===== src/rtl/alu_uart_tx_interface_pkg.sv =====
// Shared types and constants for the ALU-to-UART return-path bridge.
package alu_uart_tx_interface_pkg;

    localparam int DEFAULT_NB_DATA = 8;

    localparam int STAT_ZERO  = 0;
    localparam int STAT_CARRY = 1;

    typedef enum logic [1:0] {
        IDLE      = 2'b00,
        SEND      = 2'b01,
        WAIT_DONE = 2'b10
    } state_t;

endpackage


===== src/rtl/alu_uart_tx_interface_if.sv =====
// ALU result / UART TX handshake bundle; slave is the bridge, master drives it.
interface alu_uart_tx_interface_if
    import alu_uart_tx_interface_pkg::*;
#(
    parameter int NB_DATA = DEFAULT_NB_DATA
) ();

    logic               i_result_valid;
    logic [NB_DATA-1:0] i_result;
    logic               i_zero;
    logic               i_carry;
    logic               i_tx_busy;
    logic               i_tx_done;
    logic               o_tx_start;
    logic [NB_DATA-1:0] o_tx_data;
    logic               o_busy;
    logic               o_overrun;
    logic               o_error;

    modport slave (
        input  i_result_valid, i_result, i_zero, i_carry, i_tx_busy, i_tx_done,
        output o_tx_start, o_tx_data, o_busy, o_overrun, o_error
    );

    modport master (
        output i_result_valid, i_result, i_zero, i_carry, i_tx_busy, i_tx_done,
        input  o_tx_start, o_tx_data, o_busy, o_overrun, o_error
    );

endinterface


===== src/rtl/alu_uart_tx_interface_tx_watchdog.sv =====
// Per-byte watchdog: up-counter with clear/enable, expired at TIMEOUT_CYCLES-1.
module alu_uart_tx_interface_tx_watchdog #(
    parameter int NB_TIMEOUT     = 17,
    parameter int TIMEOUT_CYCLES = 100000
) (
    input  logic i_clk,
    input  logic i_reset,
    input  logic i_clear,
    input  logic i_enable,
    output logic o_expired
);

    localparam logic [NB_TIMEOUT-1:0] COUNT_LAST = NB_TIMEOUT'(TIMEOUT_CYCLES - 1);

    logic [NB_TIMEOUT-1:0] count;

    always_ff @(posedge i_clk) begin
        if (i_reset || i_clear) begin
            count <= '0;
        end else if (i_enable) begin
            count <= count + NB_TIMEOUT'(1);
        end
    end

    assign o_expired = (count == COUNT_LAST);

endmodule


===== src/rtl/alu_uart_tx_interface.sv =====
// Captures one ALU result plus flags and ships it to the UART TX as a
// {result, status} byte frame, one start pulse per byte.
module alu_uart_tx_interface
    import alu_uart_tx_interface_pkg::*;
#(
    parameter int NB_DATA        = DEFAULT_NB_DATA,
    parameter bit SEND_STATUS    = 1'b1,
    parameter int NB_TIMEOUT     = 17,
    parameter int TIMEOUT_CYCLES = 100000
) (
    input logic                    i_clk,
    input logic                    i_reset,
    alu_uart_tx_interface_if.slave bus
);

    // state     | meaning
    // IDLE      | waiting for i_result_valid, buffers hold last frame
    // SEND      | byte ready, waiting for TX to go idle
    // WAIT_DONE | byte started, waiting for i_tx_done or watchdog expiry

    localparam logic LAST_IDX = SEND_STATUS;

    state_t             state;
    logic               byte_idx;
    logic [NB_DATA-1:0] result_buf;
    logic [NB_DATA-1:0] status_buf;
    logic [NB_DATA-1:0] status_byte;
    logic [NB_DATA-1:0] tx_byte;
    logic               tx_start;
    logic [NB_DATA-1:0] tx_data;
    logic               overrun;
    logic               error;
    logic               wd_clear;
    logic               wd_enable;
    logic               wd_expired;

    always_comb begin
        status_byte             = '0;
        status_byte[STAT_ZERO]  = bus.i_zero;
        status_byte[STAT_CARRY] = bus.i_carry;
    end

    assign tx_byte   = byte_idx ? status_buf : result_buf;
    assign wd_clear  = (state == SEND) && !bus.i_tx_busy;
    assign wd_enable = (state == WAIT_DONE);

    alu_uart_tx_interface_tx_watchdog #(
        .NB_TIMEOUT     (NB_TIMEOUT),
        .TIMEOUT_CYCLES (TIMEOUT_CYCLES)
    ) u_tx_watchdog (
        .i_clk     (i_clk),
        .i_reset   (i_reset),
        .i_clear   (wd_clear),
        .i_enable  (wd_enable),
        .o_expired (wd_expired)
    );

    always_ff @(posedge i_clk) begin
        if (i_reset) begin
            state      <= IDLE;
            byte_idx   <= 1'b0;
            result_buf <= '0;
            status_buf <= '0;
            tx_start   <= 1'b0;
            tx_data    <= '0;
            overrun    <= 1'b0;
            error      <= 1'b0;
        end else begin
            tx_start <= 1'b0;
            error    <= 1'b0;
            overrun  <= bus.i_result_valid && (state != IDLE);
            case (state)
                IDLE: begin
                    if (bus.i_result_valid) begin
                        result_buf <= bus.i_result;
                        status_buf <= status_byte;
                        byte_idx   <= 1'b0;
                        state      <= SEND;
                    end
                end
                SEND: begin
                    if (!bus.i_tx_busy) begin
                        tx_start <= 1'b1;
                        tx_data  <= tx_byte;
                        state    <= WAIT_DONE;
                    end
                end
                WAIT_DONE: begin
                    // a done seen alongside our own start belongs to the previous byte
                    if (bus.i_tx_done && !tx_start) begin
                        if (byte_idx == LAST_IDX) begin
                            state <= IDLE;
                        end else begin
                            byte_idx <= 1'b1;
                            state    <= SEND;
                        end
                    end else if (wd_expired) begin
                        error <= 1'b1;
                        state <= IDLE;
                    end
                end
                default: state <= IDLE;
            endcase
        end
    end

    assign bus.o_tx_start = tx_start;
    assign bus.o_tx_data  = tx_data;
    assign bus.o_busy     = (state != IDLE);
    assign bus.o_overrun  = overrun;
    assign bus.o_error    = error;

endmodule

===== src/flat_wrapper.sv =====
// flat-port wrapper written by rule: the top's interface ports become plain ports
module alu_uart_tx_interface_flat import alu_uart_tx_interface_pkg::*;
#(
    parameter int NB_DATA        = DEFAULT_NB_DATA,
    parameter bit SEND_STATUS    = 1'b1,
    parameter int NB_TIMEOUT     = 17,
    parameter int TIMEOUT_CYCLES = 100000
)
  (i_clk, i_reset, bus_i_result_valid, bus_i_result, bus_i_zero, bus_i_carry, bus_i_tx_busy, bus_i_tx_done, bus_o_tx_start, bus_o_tx_data, bus_o_busy, bus_o_overrun, bus_o_error);
  alu_uart_tx_interface_if #(.NB_DATA(NB_DATA)) bus_i ();
  input logic i_clk;
  input logic i_reset;
  input wire logic [$bits(bus_i.i_result_valid)-1:0] bus_i_result_valid;
  input wire logic [$bits(bus_i.i_result)-1:0] bus_i_result;
  input wire logic [$bits(bus_i.i_zero)-1:0] bus_i_zero;
  input wire logic [$bits(bus_i.i_carry)-1:0] bus_i_carry;
  input wire logic [$bits(bus_i.i_tx_busy)-1:0] bus_i_tx_busy;
  input wire logic [$bits(bus_i.i_tx_done)-1:0] bus_i_tx_done;
  output wire logic [$bits(bus_i.o_tx_start)-1:0] bus_o_tx_start;
  output wire logic [$bits(bus_i.o_tx_data)-1:0] bus_o_tx_data;
  output wire logic [$bits(bus_i.o_busy)-1:0] bus_o_busy;
  output wire logic [$bits(bus_i.o_overrun)-1:0] bus_o_overrun;
  output wire logic [$bits(bus_i.o_error)-1:0] bus_o_error;
  assign bus_i.i_result_valid = bus_i_result_valid;
  assign bus_i.i_result = bus_i_result;
  assign bus_i.i_zero = bus_i_zero;
  assign bus_i.i_carry = bus_i_carry;
  assign bus_i.i_tx_busy = bus_i_tx_busy;
  assign bus_i.i_tx_done = bus_i_tx_done;
  assign bus_o_tx_start = bus_i.o_tx_start;
  assign bus_o_tx_data = bus_i.o_tx_data;
  assign bus_o_busy = bus_i.o_busy;
  assign bus_o_overrun = bus_i.o_overrun;
  assign bus_o_error = bus_i.o_error;
  alu_uart_tx_interface #(.NB_DATA(NB_DATA), .SEND_STATUS(SEND_STATUS), .NB_TIMEOUT(NB_TIMEOUT), .TIMEOUT_CYCLES(TIMEOUT_CYCLES)) u_core (.i_clk(i_clk), .i_reset(i_reset), .bus(bus_i));
endmodule

===== config.mk =====
export PLATFORM = sky130hd
export DESIGN_NAME = alu_uart_tx_interface_flat
export DESIGN_NICKNAME = d
export VERILOG_FILES = /design/src/rtl/alu_uart_tx_interface_pkg.sv /design/src/rtl/alu_uart_tx_interface_if.sv /design/src/rtl/alu_uart_tx_interface_tx_watchdog.sv /design/src/rtl/alu_uart_tx_interface.sv /design/src/flat_wrapper.sv
export SDC_FILE = /design/constraint.sdc
export NUM_CORES = 1
export LEC_CHECK = 0
export BUFFER_PORTS_ARGS = -buffer_cell sky130_fd_sc_hd__buf_4
export CAP_MARGIN = 20
export CELL_PAD_IN_SITES_DETAIL_PLACEMENT = 1
export CELL_PAD_IN_SITES_GLOBAL_PLACEMENT = 1
export CORE_MARGIN = 2
export CORE_UTILIZATION = 45
export CTS_BUF_LIST = sky130_fd_sc_hd__clkbuf_16
export DETAILED_ROUTE_END_ITERATION = 8
export PLACE_DENSITY = 0.87
export SETUP_SLACK_MARGIN = 0.15
export SLEW_MARGIN = 0
export SYNTH_ARGS = -nofsm -noshare
export SYNTH_HDL_FRONTEND = slang
export SYNTH_HIERARCHICAL = 1
export SYNTH_SLANG_ARGS = --single-unit

===== constraint.sdc =====
create_clock -name i_clk -period 2.7 [get_ports i_clk]
set_clock_uncertainty 0.2 [all_clocks]
set_input_delay 0.27 -clock i_clk [delete_from_list [all_inputs] [get_ports i_clk]]
set_output_delay 0.27 -clock i_clk [all_outputs]
set_load 0.02 [all_outputs]

; ---- Yosys cells after proc, flatten, opt, wreduce, memory -nomap -nowiden
; Cells that the tools add are included.
; Widths: inputs -> output; s select.
[totals]
mem_count = 0
input_bits = 15
regBits = 41
out_inout_bits = 12
wordCells = 47
ramBits = 0
romBits = 0
latch_bits = 0
[classes]
n_bitwise = 3
n_eq_ne = 7
add_sub_neg = 1
multipliers = 0
n_lt_le_gt_ge = 0
shift = 0
div = 0
mux = 12
reduce_logical = 15
[op_table]
columns = operator, n
row1 = $add 17x1->17 const B, 1
row2 = $eq 17x17->1 const B, 1
row3 = $mux 2, 4
row4 = $mux 8, 1
row5 = $pmux 2 s3, 1
row6 = $reduce_and 3->1, 2
row7 = $mux 1, 5
row8 = $ne 2x2->1 const B, 2
row9 = $reduce_and 2->1, 2
row10 = $reduce_bool 2->1, 2
row11 = $logic_and 1x1->1, 3
row12 = $ne 3x1->1 const B, 1
row13 = $not 1->1, 3
row14 = $reduce_or 3->1, 1
row15 = $eq 2x1->1 const B, 1
row16 = $eq 2x2->1 const B, 1
row17 = $logic_not 1->1, 2
row18 = $logic_not 2->1, 1
row19 = $ne 2x1->1 const B, 1
row20 = $pmux 1 s2, 1
row21 = $reduce_or 2->1, 1
row22 = $logic_or 1x1->1, 1

; ---- Longest topological paths before layout
; Gate-level depths: netlist of the first run.
[depth]
depth_word = 4
ltp_mapped = 7
mapped_depth_nobuf = 6

; ---- Hierarchy
; The synthesis of the first run kept the hierarchy.
[by_module_without_submodules]
columns = mod, area_each_um2, cells_per_inst, n_inst, seq_area_each_um2
row1 = alu_uart_tx_interface, 935.9, 102, 1, 480.5
row2 = alu_uart_tx_interface_tx_watchdog, 873.3, 98, 1, 340.3

; ---- Least setup slack after synthesis of the first run
; Ideal clock, no wire load.
[synth_path]
path_kind = register to register
startpoint = reg u_core.state[0]
endpoint = reg u_core.u_tx_watchdog.count[0]
period_less_slack_ns = 1.789
setup_ns = 0.126
required_time_ns = 2.374
arrival_ns = 1.463
setup_slack_ns = 0.911
n_path_buf = 3
path_stages_with_launch = 8
path_cell_list = dfxtp_1 > or3b_1 > buf_6 > inv_6 > buf_12 > or2_2 > clkbuf_1 > nor2_1
[synth_between]
elab_chain_cells = 3
elab_cells_between_ends = 4
classes_between = eq/ne (2) / reduce/logical (2)
[synth_rtl]
columns = element, line
row1 = start: declaration, alu_uart_tx_interface.sv:23  ; state_t state;
row2 = start signal: assignment, alu_uart_tx_interface.sv:60  ; state <= IDLE;
row3 = start signal: assignment, alu_uart_tx_interface.sv:78  ; state <= SEND;
row4 = start signal: assignment, alu_uart_tx_interface.sv:85  ; state <= WAIT_DONE;
row5 = $eq 2x1->1, alu_uart_tx_interface.sv:44  ; assign wd_clear = (state == SEND) && !bus.i_tx_busy;
row6 = $logic_and 1x1->1, alu_uart_tx_interface.sv:44
row7 = via u_core.wd_clear, alu_uart_tx_interface.sv:33  ; logic wd_clear;
row8 = $logic_or 1x1->1, alu_uart_tx_interface_tx_watchdog.sv:18  ; if (i_reset || i_clear) begin
row9 = end signal: assignment, alu_uart_tx_interface_tx_watchdog.sv:21  ; count <= count + NB_TIMEOUT'(1);
row10 = end: declaration, alu_uart_tx_interface_tx_watchdog.sv:15  ; logic [NB_TIMEOUT-1:0] count;
; The timed path passes the listed nets, and every way through them passes these cells.
; A chain may end at the register's enable or synchronous reset.

; ---- Worst setup path after layout of the first run
[layout_path]
startpoint = reg u_core.u_tx_watchdog.count[0]
endpoint = reg u_core.state[1]
[layout_between]
elab_chain_cells = 3
[layout_rtl]
columns = element, line
row1 = $eq 17x17->1, alu_uart_tx_interface_tx_watchdog.sv:25  ; assign o_expired = (count == COUNT_LAST);
row2 = via u_core.wd_expired, alu_uart_tx_interface.sv:35  ; logic wd_expired;
row3 = $ne 3x1->1 (no source line), n/a
row4 = $reduce_and 3->1 (no source line), n/a
; The timed path passes the listed nets, and every way through them passes these cells.

==> flow_summary.toml, run 1 <==
[power_and_ir_drop]
ir_drop_v = 0.0003036
p_per_area_nw_per_um2 = 613.5
total_power_w = 0.001310
p_leak_nw = 0.7643

[status]
status = "finished clean"

[sta]
finalWorstSetupSlack_ps = 559.5
hold_viol = 0
period_needed_ps = 2140
slew_viol_final = 0
slew_headroom = 0.5655
fmax_ghz = 0.4672
tns_ps = 0
worstMarginPinSlew_ps = 648.9
rsz0062_at_grt = "false"
post-route-period-util = 0.7928
setup-violations-final = 0

[synthesis]
syn_area_per_cell_um2 = 9.046
ys_seq_area_frac = 0.4537
synth_cell_types = 40
synth-seq-cells = 41
syn_nets = 216
synth_area_um2 = 1809
synthTopCellsByArea = "dfxtp_1 (45%), nand2_1 (7.5%), a21oi_1 (6.1%), mux2i_1 (6.1%), nand3b_1 (3.3%)"
synth_largest_area_cell = "dfxtp_1"
synth_top_area_share = 0.4537
yosys_warnings = 6
syn_inst = 200

[die]
placement_rows = 23
initial_core_util = 0.4589
dieArea_um2 = 4543
die_x_um = 67.41
die_y_um = 67.41
fp.coreArea_um2 = 3943
io_pins = 27

[finish]
fill_cells = 465
nNetsFinal = 240
area_growth_pct = 18.05
design_area_um2 = 2136
drive_above_1_share = 0.1911
antenna_cells = 0
multiInputGateArea_um2 = 899.6
final_cell_mix = "dfxtp_1 (41), nand2_1 (36), buf_4 (26)"
regArea_um2 = 820.8
final_common_cell = "dfxtp_1"
stdcell_count = 275

[detailed_routing]
drtAntennaViolNets = 0
avgRoutedWirePerCell_um = 15.36
avgViaCountPerCell = 5.665
first_iter_violations = 51
drc = 0
via_count = 1558
firstDrtPassIters = 4
routed_wl_mm = 4.223

[worst_setup_path]
cp.arrival_ps = 2090
setup.worst_path.start_class = "register"
worstSetupEndpointType = "register"
worstSetupStartpoint = "u_core/u_tx_watchdog/count[0]$_SDFFE_PP0P_"
critical_path_class = "reg2reg"
crit_fanout = 5
r2r_start = "u_core/u_tx_watchdog/count[0]$_SDFFE_PP0P_"
cp.required_ps = 2650

[cts]
clockRootBuffer = "clkbuf_16"
clkLatencyLatePin_ps = 280
post_cts_buffers = 0
cts_tree = "yes"
cts.sinks = 41
postCtsResizedCells = 0
h-tree-depth = 2
cts.path.max_buffers = 2
postCtsHoldBufs = 0
cts_made_buffers = 5
clk_pin_slew_ps = 60

[placement]
pre_cts_slack_ps = 566.0
dp_cells = 267
dpl.hpwl_mm = 2.784
portBuffers = 26
placed_area_um2 = 1998
place_congestion = 0.7637

[global_routing]
grt_pass1_wl_mm = 6.630
grt_start_max_net_pins = 35
globalRouteTotalUtil = 0.1989
antenna_found_initial = 0
overflow = 0
grt_pass1_vias = 1419

[worst_hold_path]
hp-start = "bus_i_result[1]"
min_path_type = "in2reg"

[run]
maxCapViolCount = 0
through the flow:
| step | utilization | hold WS [ps] |
|---|---|---|
| 2_1_floorplan | - | 142.8 |
| 3_3_place_gp | 0.5068 | 244.7 |
| 3_5_place_dp | 0.5068 | 249.6 |
| 4_1_cts | 0.5417 | 30.33 |
| 5_1_grt | 0.5417 | 42.09 |
| 6_report | 0.5417 | 34.01 |
metal layers:
metal / track usage / part of all wire / vias up
li1: - / - / 767
met1: 0.2352 / 0.46 / 753
met2: 0.3329 / 0.48 / 28
met3: 0.06000 / 0.042 / 10
met4: 0.08673 / 0.018 / 0
met5: 0 / 0 / -
final cells by class:
type	instances	area share
flip-flops and latches	41	0.3843
multi-input cells	146	0.4212
inverters	4	0.009373
well taps	50	0.02929
clock inverters	3	0.005858
clock buffers	5	0.05858
repair buffers	26	0.09139
worst paths after layout:
check                                                         end  slack (ps)  cells past startpoint
worst max-delay path                 u_core/state[1]$_SDFFE_PP0P_         560                      6
worst min-delay path            u_core/result_buf[1]$_SDFFE_PP0P_          30                      3
worst max register to register       u_core/state[1]$_SDFFE_PP0P_         560                      6
worst min register to register  u_core/result_buf[1]$_SDFFE_PP0P_         260                      2
worst max-delay path, stage by stage (launching register included):
cell	delay [ps]
dfxtp_1	430
ha_1	290
nor4bb_1	300
nand3b_1	100
nor4_1	430
nand3b_1	190
a21oi_1	80
report_power, final:
group          internal [W]  switching, W
logic             0.0000462     0.0000620
clock network      0.000334      0.000232
registers          0.000623     0.0000132
cells by family after synthesis:
logic type,count (synthesis),share of synthesized area
AND/OR/NAND/NOR,99,0.3091
multiplexers,11,0.06086
flip-flops,41,0.4537
buffers and inverters,13,0.04910
AO/OA/AOI/OAI,31,0.1010
adder cells (fa/ha/maj),1,0.006915
XOR/XNOR,4,0.01937
Yosys cell counts:
cell,instances
mux2i_1,11
inv_1,3
nor4_1,8
or3b_2,1
buf_4,1
nor2_1,9
or3_1,7
or4_1,5
and2b_1,1
o21ai_0,1
xor2_1,2
nand2b_1,1
and2_1,1
or3_2,1
and3b_1,1
inv_6,1
nand4_2,1
o31ai_1,4
nand4_1,6
a21oi_1,22
buf_6,2
nor3b_2,1
clkbuf_1,5
and4b_1,1
or4b_2,1
xnor2_1,2
nor4bb_1,1
dfxtp_1,41
a211oi_1,1
nand3b_1,8
a211oi_2,1
nand3_2,2
or2_2,2
nand3_1,4
a32oi_1,1
or3b_1,1
buf_12,1
nand2_1,36
ha_1,1
o32ai_1,1
flip-flops by register name (all words and copies together) (netlist names):
name / flops
u_core/byte_idx: 1
u_core/state: 2
u_core/bus.o_error: 1
u_core/bus.o_overrun: 1
u_core/status_buf: 2
u_core/bus.o_tx_data: 8
u_core/u_tx_watchdog/count: 17
u_core/bus.o_tx_start: 1
u_core/result_buf: 8
No activity file was read; power rests on OpenSTA's default activity.
==> run 2: changes to the inputs <==
--- a/config.mk
+++ b/config.mk
@@ -5,15 +5,16 @@
 export SDC_FILE = /design/constraint.sdc
 export NUM_CORES = 1
 export LEC_CHECK = 0
+export ABC_AREA = 1
 export BUFFER_PORTS_ARGS = -buffer_cell sky130_fd_sc_hd__buf_4
 export CAP_MARGIN = 20
 export CELL_PAD_IN_SITES_DETAIL_PLACEMENT = 1
 export CELL_PAD_IN_SITES_GLOBAL_PLACEMENT = 1
 export CORE_MARGIN = 2
-export CORE_UTILIZATION = 45
+export CORE_UTILIZATION = 40
 export CTS_BUF_LIST = sky130_fd_sc_hd__clkbuf_16
 export DETAILED_ROUTE_END_ITERATION = 8
-export PLACE_DENSITY = 0.87
+export PLACE_DENSITY = 0.83
 export SETUP_SLACK_MARGIN = 0.15
 export SLEW_MARGIN = 0
 export SYNTH_ARGS = -nofsm -noshare
==> constraint.sdc (replaced) <==
create_clock -name i_clk -period 2.1 [get_ports i_clk]
set_clock_uncertainty 0.2 [all_clocks]
set_input_delay 0.21 -clock i_clk [delete_from_list [all_inputs] [get_ports i_clk]]
set_output_delay 0.21 -clock i_clk [all_outputs]
set_load 0.02 [all_outputs]
==> run 2 against run 1 <==
Net effect:
- non-clock buffer count is 13 higher
- routed wire length is 11% higher
- die area is 10% higher
- cell area is 9.0% higher
- fmax is 22% higher
==> flow_summary.toml, run 2 <==
[status]
status = "finished clean"

[worst_setup_path]
worstSetupEndpointType = "register"
cp.required_ps = 2110
critical_path_class = "reg2reg"
r2r_cells = 9
setup.worst_path.start_class = "register"
cp.arrival_ps = 1770
crit_fanout = 4

[finish]
final_core_util = 0.5385
drive_above_1_share = 0.1932
antenna_cells = 0
design_area_um2 = 2328
final_cell_mix = "nand2_1 (44), nor2_1 (41), dfxtp_1 (41)"
final_common_cell = "nand2_1"
largest_register_ffs = 17
area_growth_pct = 30.23
max_flop_register = "u_core/u_tx_watchdog/count"
nNetsFinal = 310

[sta]
slew_headroom = 0.7588
period_needed_ps = 1758
slew_viol_final = 0
hold_viol = 0
worstMarginPinSlew_ps = 361.3
setup-violations-final = 0
tns_ps = 0
fmax_ghz = 0.5688
post-route-period-util = 0.8372
rsz0062_at_grt = "false"

[detailed_routing]
drc = 0
routed_wl_mm = 4.697
drtAntennaViolNets = 0
avgRoutedWirePerCell_um = 13.54
firstDrtPassIters = 4
first_iter_violations = 55
avgViaCountPerCell = 5.000
via_count = 1735

[cts]
cts.path.max_buffers = 2
cts.sinks = 41
clkLatencyLatePin_ps = 280
cts_made_buffers = 5
post_cts_buffers = 0
h-tree-depth = 2
cts_tree = "yes"
clockRootBuffer = "clkbuf_16"
clk_pin_slew_ps = 60

[synthesis]
synth-edff-count = 0
yosys.cell_count.top_type = "nand2_1"
syn_area_per_cell_um2 = 7.095
synth_ff_type = "dfxtp_1"
synth-seq-cells = 41
synthTopCellsByCount = "nand2_1 (44), nor2_1 (42), dfxtp_1 (41), inv_1 (23), nand3_1 (19)"
syn_inst = 252
synth_cell_types = 24
synth_largest_area_cell = "dfxtp_1"
synth_area_um2 = 1788
ys_seq_area_frac = 0.4591
yosys_warnings = 6
syn_nets = 268
synthArstFlopShare = 0
synth_top_area_share = 0.4591
synthTopCellsByArea = "dfxtp_1 (46%), nand2_1 (9.2%), nor2_1 (8.8%), nand3_1 (5.3%), inv_1 (4.8%)"

[power_and_ir_drop]
power.share.combinational = 0.128
p_clk_frac = 0.436
power.switching_w = 0.0004683
swShare = 0.2410
p_per_area_nw_per_um2 = 834.5
p_int_w = 0.001475
total_power_w = 0.001943
p_leak_nw = 0.9410
seq_power_share = 0.436
ir_drop_v = 0.0004258

[die]
initial_core_util = 0.4135
die_y_um = 70.86
io_pins = 27
placement_rows = 24
die_x_um = 70.86
dieArea_um2 = 5020
fp.coreArea_um2 = 4324

[global_routing]
grt_start_max_net_pins = 21
globalRouteTotalUtil = 0.1994
antenna_found_initial = 0
overflow = 0
grt_pass1_wl_mm = 7.769
grt_pass1_vias = 1693

[worst_hold_path]
min_path_type = "in2reg"
hold_depth = 4

[placement]
portBuffers = 26
dpl.hpwl_mm = 3.158
placed_area_um2 = 2034
place_congestion = 0.7885

[run]
maxCapViolCount = 0
-- run 2: final cells by class --
class,instances,area (um^2)
clock inverter,3,41.29
timing repair buffer,39,322.8
inverter,29,108.9
fill,554,1996
tap,52,65.06
clock buffer,5,125.1
multi-input combinational,178,844.6
sequential,41,820.8
-- run 2: kinds of logic after synthesis --
| group | synth area share |
|---|---|
| adders and majority gates | 0.006997 |
| DFF | 0.4591 |
| AOI/OAI and AO/OA | 0.1232 |
| buffers and inverters | 0.07278 |
| and+or+nand+nor | 0.3380 |
-- run 2: routing by layer --
metal / up-vias / track usage / wire length, um
met2: 23 / 0.3468 / 2346
met5: - / 0 / 0
met4: 0 / 0.07757 / 93
li1: 896 / - / -
met1: 806 / 0.2340 / 2118
met3: 10 / 0.05271 / 139
-- run 2: stage by stage --
| stage | instances | worst slack, ps | hold slack (ps) |
|---|---|---|---|
| after global placement | 327 | 149.3 | 236.3 |
| after CTS | 347 | 194.8 | 54.98 |
| after floorplan | 252 | 439.4 | 79.07 |
| after global routing | 347 | 198.2 | 77.10 |
| after detailed placement | 327 | 47.33 | 233.8 |
| final | 347 | 341.8 | 63.25 |
-- run 2: critical path: stages (launching register included) --
cell	delay, ps
dfxtp_1	370
ha_1	240
inv_1	70
nor2_1	170
nand3_1	110
nor2_1	160
inv_1	60
nand3_1	120
nand3_1	90
a21oi_1	110
-- run 2: path summary, 6_finish.rpt --
kind / start / slack [ps] / endpoint
worst max-delay path: u_core/u_tx_watchdog/count[0]$_SDFFE_PP0P_ / 340 / u_core/state[0]$_SDFFE_PP0P_
worst min-delay path: bus_i_tx_done / 60 / u_core/bus.o_error$_SDFF_PP0_
worst max register to register: u_core/u_tx_watchdog/count[0]$_SDFFE_PP0P_ / 340 / u_core/state[0]$_SDFFE_PP0P_
worst min register to register: u_core/result_buf[1]$_SDFFE_PP0P_ / 260 / u_core/result_buf[1]$_SDFFE_PP0P_
-- run 2: repair_timing --
| item | in CTS | in global routing |
|---|---|---|
| resized for setup | 1 | 1 |
| pin swaps | 0 | 0 |
| endpoints found under the hold margin | 14 | 0 |
| hold buffers | 12 | 0 |
| endpoints found under the setup margin | 5 | 1 |
-- run 2: power groups by stage --
stage	clock network, W	logic, W	registers (W)
2_1_floorplan	0	0.000137	0.000869
3_3_place_gp	0	0.000216	0.000860
3_5_place_dp	0	0.000220	0.000862
4_1_cts	0.000871	0.000241	0.000845
5_1_grt	0.000893	0.000281	0.000851
6_report	0.000847	0.000249	0.000847
